<file path="config.mk">
export PLATFORM = sky130hd
export DESIGN_NAME = mult_div_unit
export DESIGN_NICKNAME = d
export VERILOG_FILES = /design/src/rtl/mdu_pkg.sv /design/src/rtl/mdu_step.sv /design/src/rtl/mult_div_unit.sv
export SDC_FILE = /design/constraint.sdc
export NUM_CORES = 1
export LEC_CHECK = 0
export ABC_AREA = 1
export CAP_MARGIN = 20
export CORE_MARGIN = 10
export CORE_UTILIZATION = 36
export CTS_CLUSTER_DIAMETER = 50
export DETAILED_ROUTE_END_ITERATION = 8
export PLACE_DENSITY_LB_ADDON = 0.25
export SYNTH_ARGS = -nofsm -noshare
export SYNTH_HDL_FRONTEND = slang
export SYNTH_HIERARCHICAL = 1
export SYNTH_SLANG_ARGS = --single-unit
</file>
<file path="constraint.sdc">
create_clock -name Clock -period 3.4 [get_ports Clock]
set_clock_uncertainty 0.1 [all_clocks]
set_input_delay 0.68 -clock Clock [delete_from_list [all_inputs] [get_ports Clock]]
set_output_delay 0.68 -clock Clock [all_outputs]
set_load 0.005 [all_outputs]
</file>
<file path="src/rtl/mdu_pkg.sv">
// Shared types for the iterative multiply/divide unit: op encoding, FSM states
// and the default operand width.
package mdu_pkg;

  localparam int MDU_N = 32;

  typedef enum logic [1:0] {
    OP_MULTU = 2'b00,
    OP_MULT  = 2'b01,
    OP_DIVU  = 2'b10,
    OP_DIV   = 2'b11
  } op_e;

  typedef enum logic [1:0] {
    S_IDLE = 2'b00,
    S_RUN  = 2'b01,
    S_FIX  = 2'b10
  } state_e;

endpackage

</file>
<file path="src/rtl/mdu_step.sv">
// One iteration of the MDU datapath. The accumulator packs {hi, lo}: for
// multiply hi is the partial product and lo the multiplier (LSB first); for
// divide hi is the partial remainder and lo the dividend/quotient shift register.
module mdu_step #(
  parameter int N = 32
) (
  input  logic           div_i,
  input  logic [2*N-1:0] acc_i,
  input  logic [N-1:0]   opd_i,
  output logic [2*N-1:0] acc_o,
  output logic           qbit_o
);

  logic [N:0] sum;
  logic [N:0] shifted;
  logic [N:0] diff;

  always_comb begin
    acc_o   = acc_i;
    qbit_o  = 1'b0;
    sum     = '0;
    shifted = '0;
    diff    = '0;
    if (div_i) begin
      // Restoring step: the borrow out of the N+1 bit subtract decides the bit.
      shifted = acc_i[2*N-1:N-1];
      diff    = shifted - {1'b0, opd_i};
      qbit_o  = ~diff[N];
      acc_o   = {(qbit_o ? diff[N-1:0] : shifted[N-1:0]), acc_i[N-2:0], 1'b0};
    end else begin
      sum   = {1'b0, acc_i[2*N-1:N]} + (acc_i[0] ? {1'b0, opd_i} : '0);
      acc_o = {sum, acc_i[N-1:1]};
    end
  end

endmodule

</file>
<file path="src/rtl/mult_div_unit.sv">
// Iterative N-bit multiply/divide unit with HI/LO registers. Magnitudes are
// processed for N cycles, then signs are applied in a single FIX cycle.
module mult_div_unit
  import mdu_pkg::*;
#(
  parameter int N = MDU_N
) (
  input  logic         Clock,
  input  logic         R,
  input  logic         Start,
  input  logic [1:0]   Op,
  input  logic [N-1:0] A,
  input  logic [N-1:0] B,
  input  logic         HiWe,
  input  logic         LoWe,
  input  logic [N-1:0] WData,
  output logic         Busy,
  output logic         Done,
  output logic [N-1:0] Hi,
  output logic [N-1:0] Lo
);

  localparam int CW = $clog2(N) + 1;

  state_e         state_q, state_d;
  logic [CW-1:0]  cnt_q, cnt_d;
  logic [2*N-1:0] acc_q, acc_d;
  logic [N-1:0]   opd_q, opd_d;
  logic [N-1:0]   araw_q, araw_d;
  logic [N-1:0]   hi_q, hi_d;
  logic [N-1:0]   lo_q, lo_d;
  logic           div_q, div_d;
  logic           negq_q, negq_d;
  logic           negr_q, negr_d;
  logic           divz_q, divz_d;
  logic           done_q, done_d;

  op_e            op;
  logic           sgn_op;
  logic [N-1:0]   a_mag, b_mag;
  logic [2*N-1:0] step_acc;
  logic           step_qbit;
  logic [2*N-1:0] prod;

  assign op     = op_e'(Op);
  assign sgn_op = (op == OP_MULT) || (op == OP_DIV);
  assign a_mag  = (sgn_op && A[N-1]) ? -A : A;
  assign b_mag  = (sgn_op && B[N-1]) ? -B : B;
  assign prod   = negq_q ? -acc_q : acc_q;

  mdu_step #(.N(N)) u_step (
    .div_i  (div_q),
    .acc_i  (acc_q),
    .opd_i  (opd_q),
    .acc_o  (step_acc),
    .qbit_o (step_qbit)
  );

  always_comb begin
    state_d = state_q;
    cnt_d   = cnt_q;
    acc_d   = acc_q;
    opd_d   = opd_q;
    araw_d  = araw_q;
    hi_d    = hi_q;
    lo_d    = lo_q;
    div_d   = div_q;
    negq_d  = negq_q;
    negr_d  = negr_q;
    divz_d  = divz_q;
    done_d  = 1'b0;
    case (state_q)
      S_IDLE: begin
        if (HiWe) hi_d = WData;
        if (LoWe) lo_d = WData;
        if (Start) begin
          acc_d   = {{N{1'b0}}, a_mag};
          opd_d   = b_mag;
          araw_d  = A;
          div_d   = (op == OP_DIVU) || (op == OP_DIV);
          negq_d  = sgn_op && (A[N-1] ^ B[N-1]);
          negr_d  = sgn_op && A[N-1];
          divz_d  = ((op == OP_DIVU) || (op == OP_DIV)) && (B == '0);
          cnt_d   = '0;
          state_d = S_RUN;
        end
      end
      S_RUN: begin
        acc_d = step_acc | {{(2*N-1){1'b0}}, step_qbit};
        cnt_d = cnt_q + 1'b1;
        if (cnt_q == CW'(N-1)) state_d = S_FIX;
      end
      S_FIX: begin
        if (div_q && divz_q) begin
          lo_d = '1;
          hi_d = araw_q;
        end else if (div_q) begin
          lo_d = negq_q ? -acc_q[N-1:0] : acc_q[N-1:0];
          hi_d = negr_q ? -acc_q[2*N-1:N] : acc_q[2*N-1:N];
        end else begin
          {hi_d, lo_d} = prod;
        end
        done_d  = 1'b1;
        state_d = S_IDLE;
      end
      default: state_d = S_IDLE;
    endcase
  end

  always_ff @(posedge Clock) begin
    if (!R) begin
      state_q <= S_IDLE;
      cnt_q   <= '0;
      acc_q   <= '0;
      opd_q   <= '0;
      araw_q  <= '0;
      hi_q    <= '0;
      lo_q    <= '0;
      div_q   <= 1'b0;
      negq_q  <= 1'b0;
      negr_q  <= 1'b0;
      divz_q  <= 1'b0;
      done_q  <= 1'b0;
    end else begin
      state_q <= state_d;
      cnt_q   <= cnt_d;
      acc_q   <= acc_d;
      opd_q   <= opd_d;
      araw_q  <= araw_d;
      hi_q    <= hi_d;
      lo_q    <= lo_d;
      div_q   <= div_d;
      negq_q  <= negq_d;
      negr_q  <= negr_d;
      divz_q  <= divz_d;
      done_q  <= done_d;
    end
  end

  assign Busy = (state_q != S_IDLE);
  assign Done = done_q;
  assign Hi   = hi_q;
  assign Lo   = lo_q;

endmodule

</file>
==> summary.md <==
| Metric | Value |
|---|---|
| Status | `complete, no violations` |
| Clock buffer depth | `3` |
| Worst setup SP type | `register` |
| First-pass GRT wire length | `125,000 µm` |
| Net count, final | `approximately 3,600` |
| Final setup fails | `0` |
| FF-to-FF Start | `acc_q[31]` |
| Total CTS buffers | `37` |
| Max frequency | `320 MHz` |
| Avg Synthesized Cell Area | `between 5 and 6 µm²` |
| Number of H-tree levels | `2` |
| Worst hold path type | `reg -> reg` |
| CTS sink cnt | `a little over 200` |
| Layout area overhead | `20.4%` |
| Remaining antenna violation count | `0` |
| Crit path kind | `reg -> reg` |
| Via count | `between 20,000 and 25,000` |
| CP cell instances | `inv_1 > ha_1 > fa_1 > inv_1 > nand2_1 > nand2_1 > nand3_1 > nand2_2 > nand2_1 > nand2_2 > nand2_4 > nand3_2 > nand3_1 > inv_1 > o21ai_0 > a31oi_1` |
| Total track usage | `between 20% and 30%` |
| Crit. End Element | `register` |
| Register area share after synthesis | `between 20% and 30%` |
| Final Hold Viols | `0` |
| Clk Latency, worst-skew pair | `about 0.56 ns` |
| Period minus WS final | `3.13 ns` |
| Ratio of final minimum period to clock period | `92.0%` |
| Vias/cell | `about 5.4` |
| CTS tree | `built` |
| Core Area | `around 0.052 mm²` |
| Worst Min Path Start | `araw_q[4]` |
| CP max stage cell | `fa_1` |
| CP peak stage delay | `about 0.42 ns` |
| Initial antenna violation count | `2` |
| # hold bufs at CTS | `0` |
| Worst-path clk slew | `roughly 0.060 ns` |
| Initial core utilization | `36.5%` |
| Finished Core Util | `44.0%` |
| Worst endpoint required time | `3.77 ns` |
| Maximum VDD drop | `approximately 0.28 mV` |
| Syn nets | `~3,500` |
| Io pins | `roughly 170` |
| Max-Cap Viols | `0` |
| RSZ-0062 raised after global routing | `no` |
| Post-DP HPWL | `around 66,000 µm` |
| Iteration-0 DRC count of the detailed router | `between 2,000 and 3,000` |
| Relative slew slack | `between 30% and 40%` |
| Setup crit start | `acc_q[31]` |
| CTS root buf | `clkbuf_16` |
| # DRC | `0` |
| Slew @ Worst Pin | `approximately 1.0 ns` |
| Slew Limit Fails | `0` |
| Largest net degree at the start of global routing | `about 130` |
| Routed WL per cell | `roughly 20 µm` |
| Post-CTS Setup Inserts | `0` |
| Height of the die | `between 200 and 250 µm` |
| Die Wd | `249 µm` |
| Number of synthesis warnings | `6` |
| Seq cells post-synth | `205` |
| CP Data Arrival Time | `3.50 ns` |
| 1st-pass router iterations | `6` |
| Crit path buffers/inverters | `3` |
| Vias in the first global route | `slightly above 20,000` |
| Cts repair resizes | `0` |
| CP max FO | `10` |
| RD Place Congestion | `about 1` |
| P per Cell Area | `393 mW/mm²` |
| Leakage | `approximately 0.011 µW` |
| Synth cell types | `between 50 and 60` |
| Post-route setup TNS | `0 ns` |
| Die Area | `~0.062 mm²` |
| Port bufs | `around 170` |
| Rows | `83` |
| Post-Synthesis Cells | `3,288` |
| Post-Route WL | `83,000 µm` |
| Mapped Area | `between 0.015 and 0.02 mm²` |
| Share of layout cells above drive strength 1 | `7.19%` |
| CP top delay family | `simple AND/OR/NAND/NOR gates` |
| Remaining global-route overflow | `0` |
-- logic make-up (layout without fill, tap and decap cells) --
family / count (synthesis) / after routing / share of synthesized area [%]
buf+inv: 592 / 766 / 12.2
fa+ha+maj: 71 / 71 / 4.80
simple gates: 1674 / 1674 / 38.1
compound gates: 704 / 704 / 21.1
flops: 205 / 205 / 21.8
other cells: 0 / 2 / 0
xor+xnor: 42 / 42 / 1.96
-- worst paths after layout --
path	cells after the start	slack, ns	end
setup / recovery	16	0.27	acc_q[0]
hold / removal	2	0.36	araw_q[4]
setup reg to reg	16	0.27	acc_q[0]
hold reg to reg	2	0.36	araw_q[4]
-- state kept, by name, summed over array words and instances, names as in the netlist, 2 cells and up --
register and cells:
opd_q 32, state_q 2, Hi 32, cnt_q 6
araw_q 32, Lo 32, acc_q 64
-- cell type report --
class	count	area (µm²)
Multi-Input combinational cell	2491	12500
Inverter	462	1730
Fill cell	5657	28900
Clock buffer	45	1010
Antenna cell	2	5.00
Clock inverter	19	200
Sequential cell	205	4110
Timing Repair Buffer	240	2290
Tap cell	680	851
-- synthesized netlist by cell type, drive strengths merged --
master / instances / area, µm²
o31ai: 5 / 42.5
xor2: 30 / 263
dfxtp: 205 / 4100
o221ai: 8 / 70.1
a21o: 2 / 15.0
inv: 460 / 1730
a22oi: 51 / 383
clkinv: 2 / 7.51
o21a: 7 / 52.6
or3: 1 / 6.26
a21boi: 5 / 37.5
nand3b: 21 / 158
and2: 9 / 56.3
buf: 46 / 239
xnor2: 12 / 105
nand3: 245 / 1280
o2111ai: 4 / 35.0
a21oi: 289 / 1480
nor3: 30 / 181
a221oi: 1 / 8.76
ha: 69 / 863
a211oi: 17 / 128
o21bai: 9 / 67.6
or2: 16 / 100
clkbuf: 84 / 315
nand2: 912 / 3500
o41ai: 3 / 33.8
and3: 2 / 12.5
o211ai: 16 / 120
nor2: 393 / 1580
o21ai: 275 / 1430
a31oi: 12 / 75.1
nor4: 6 / 37.5
nor3b: 1 / 12.5
nand4: 38 / 253
fa: 2 / 40.0
-- power breakdown --
part           leakage [µW]  total [µW]  switching, µW  internal (µW)
registers           0.00169        2770            194           2580
logic               0.00880        2440           1590            856
clock network      0.000593        3680           1400           2280
-- tightest hold or removal path, cell delays in order (launching register included) --
cell	delay (ns)
dfxtp_1	0.29
inv_1	0.06
a21oi_1	0.05
-- metal layers --
metal | GRT usage [%] | share of wire (%) | vias to the layer above
li1 | - | - | 11008
met1 | 37.1 | 46 | 10340
met2 | 36.1 | 41 | 1125
met3 | 5.35 | 11 | 106
met4 | 7.19 | 2.4 | 0
met5 | 0 | 0 | -
-- placed cells by master (no fill, tap or decap), drive strengths merged, types with 3 or more instances in the layout --
master and count:
clkinv 13, nand3 245, o31ai 5, clkbuf 45, o211ai 16, a22oi 51, nor4 6, inv 465
nand2 912, nor3 30, xor2 30, o41ai 3, nor2 393, a31oi 12, or2 16, a21boi 5
o2111ai 4, o21bai 9, dfxtp 205, a21oi 289, o21a 7, o21ai 275, xnor2 12, clkdlybuf4s50 167
o221ai 8, ha 69, a211oi 17, nand3b 21, and2 9, nand4 38, buf 73
-- metrics by stage --
step           setup WS [ns]  hold WS (ns)  instances  total power [µW]  area, µm²
5_1_grt               0.0254         0.383       4144              9310      22700
2_1_floorplan          0.634         0.330       3288              4220      18800
3_5_place_dp           0.377         0.347       4078              5190      21400
3_3_place_gp           0.387         0.342       4078              5190      21400
6_report               0.271         0.357       4144              8900      22700
4_1_cts                0.332         0.357       4142              8890      22600
No activity file was read; power rests on OpenSTA's default activity.
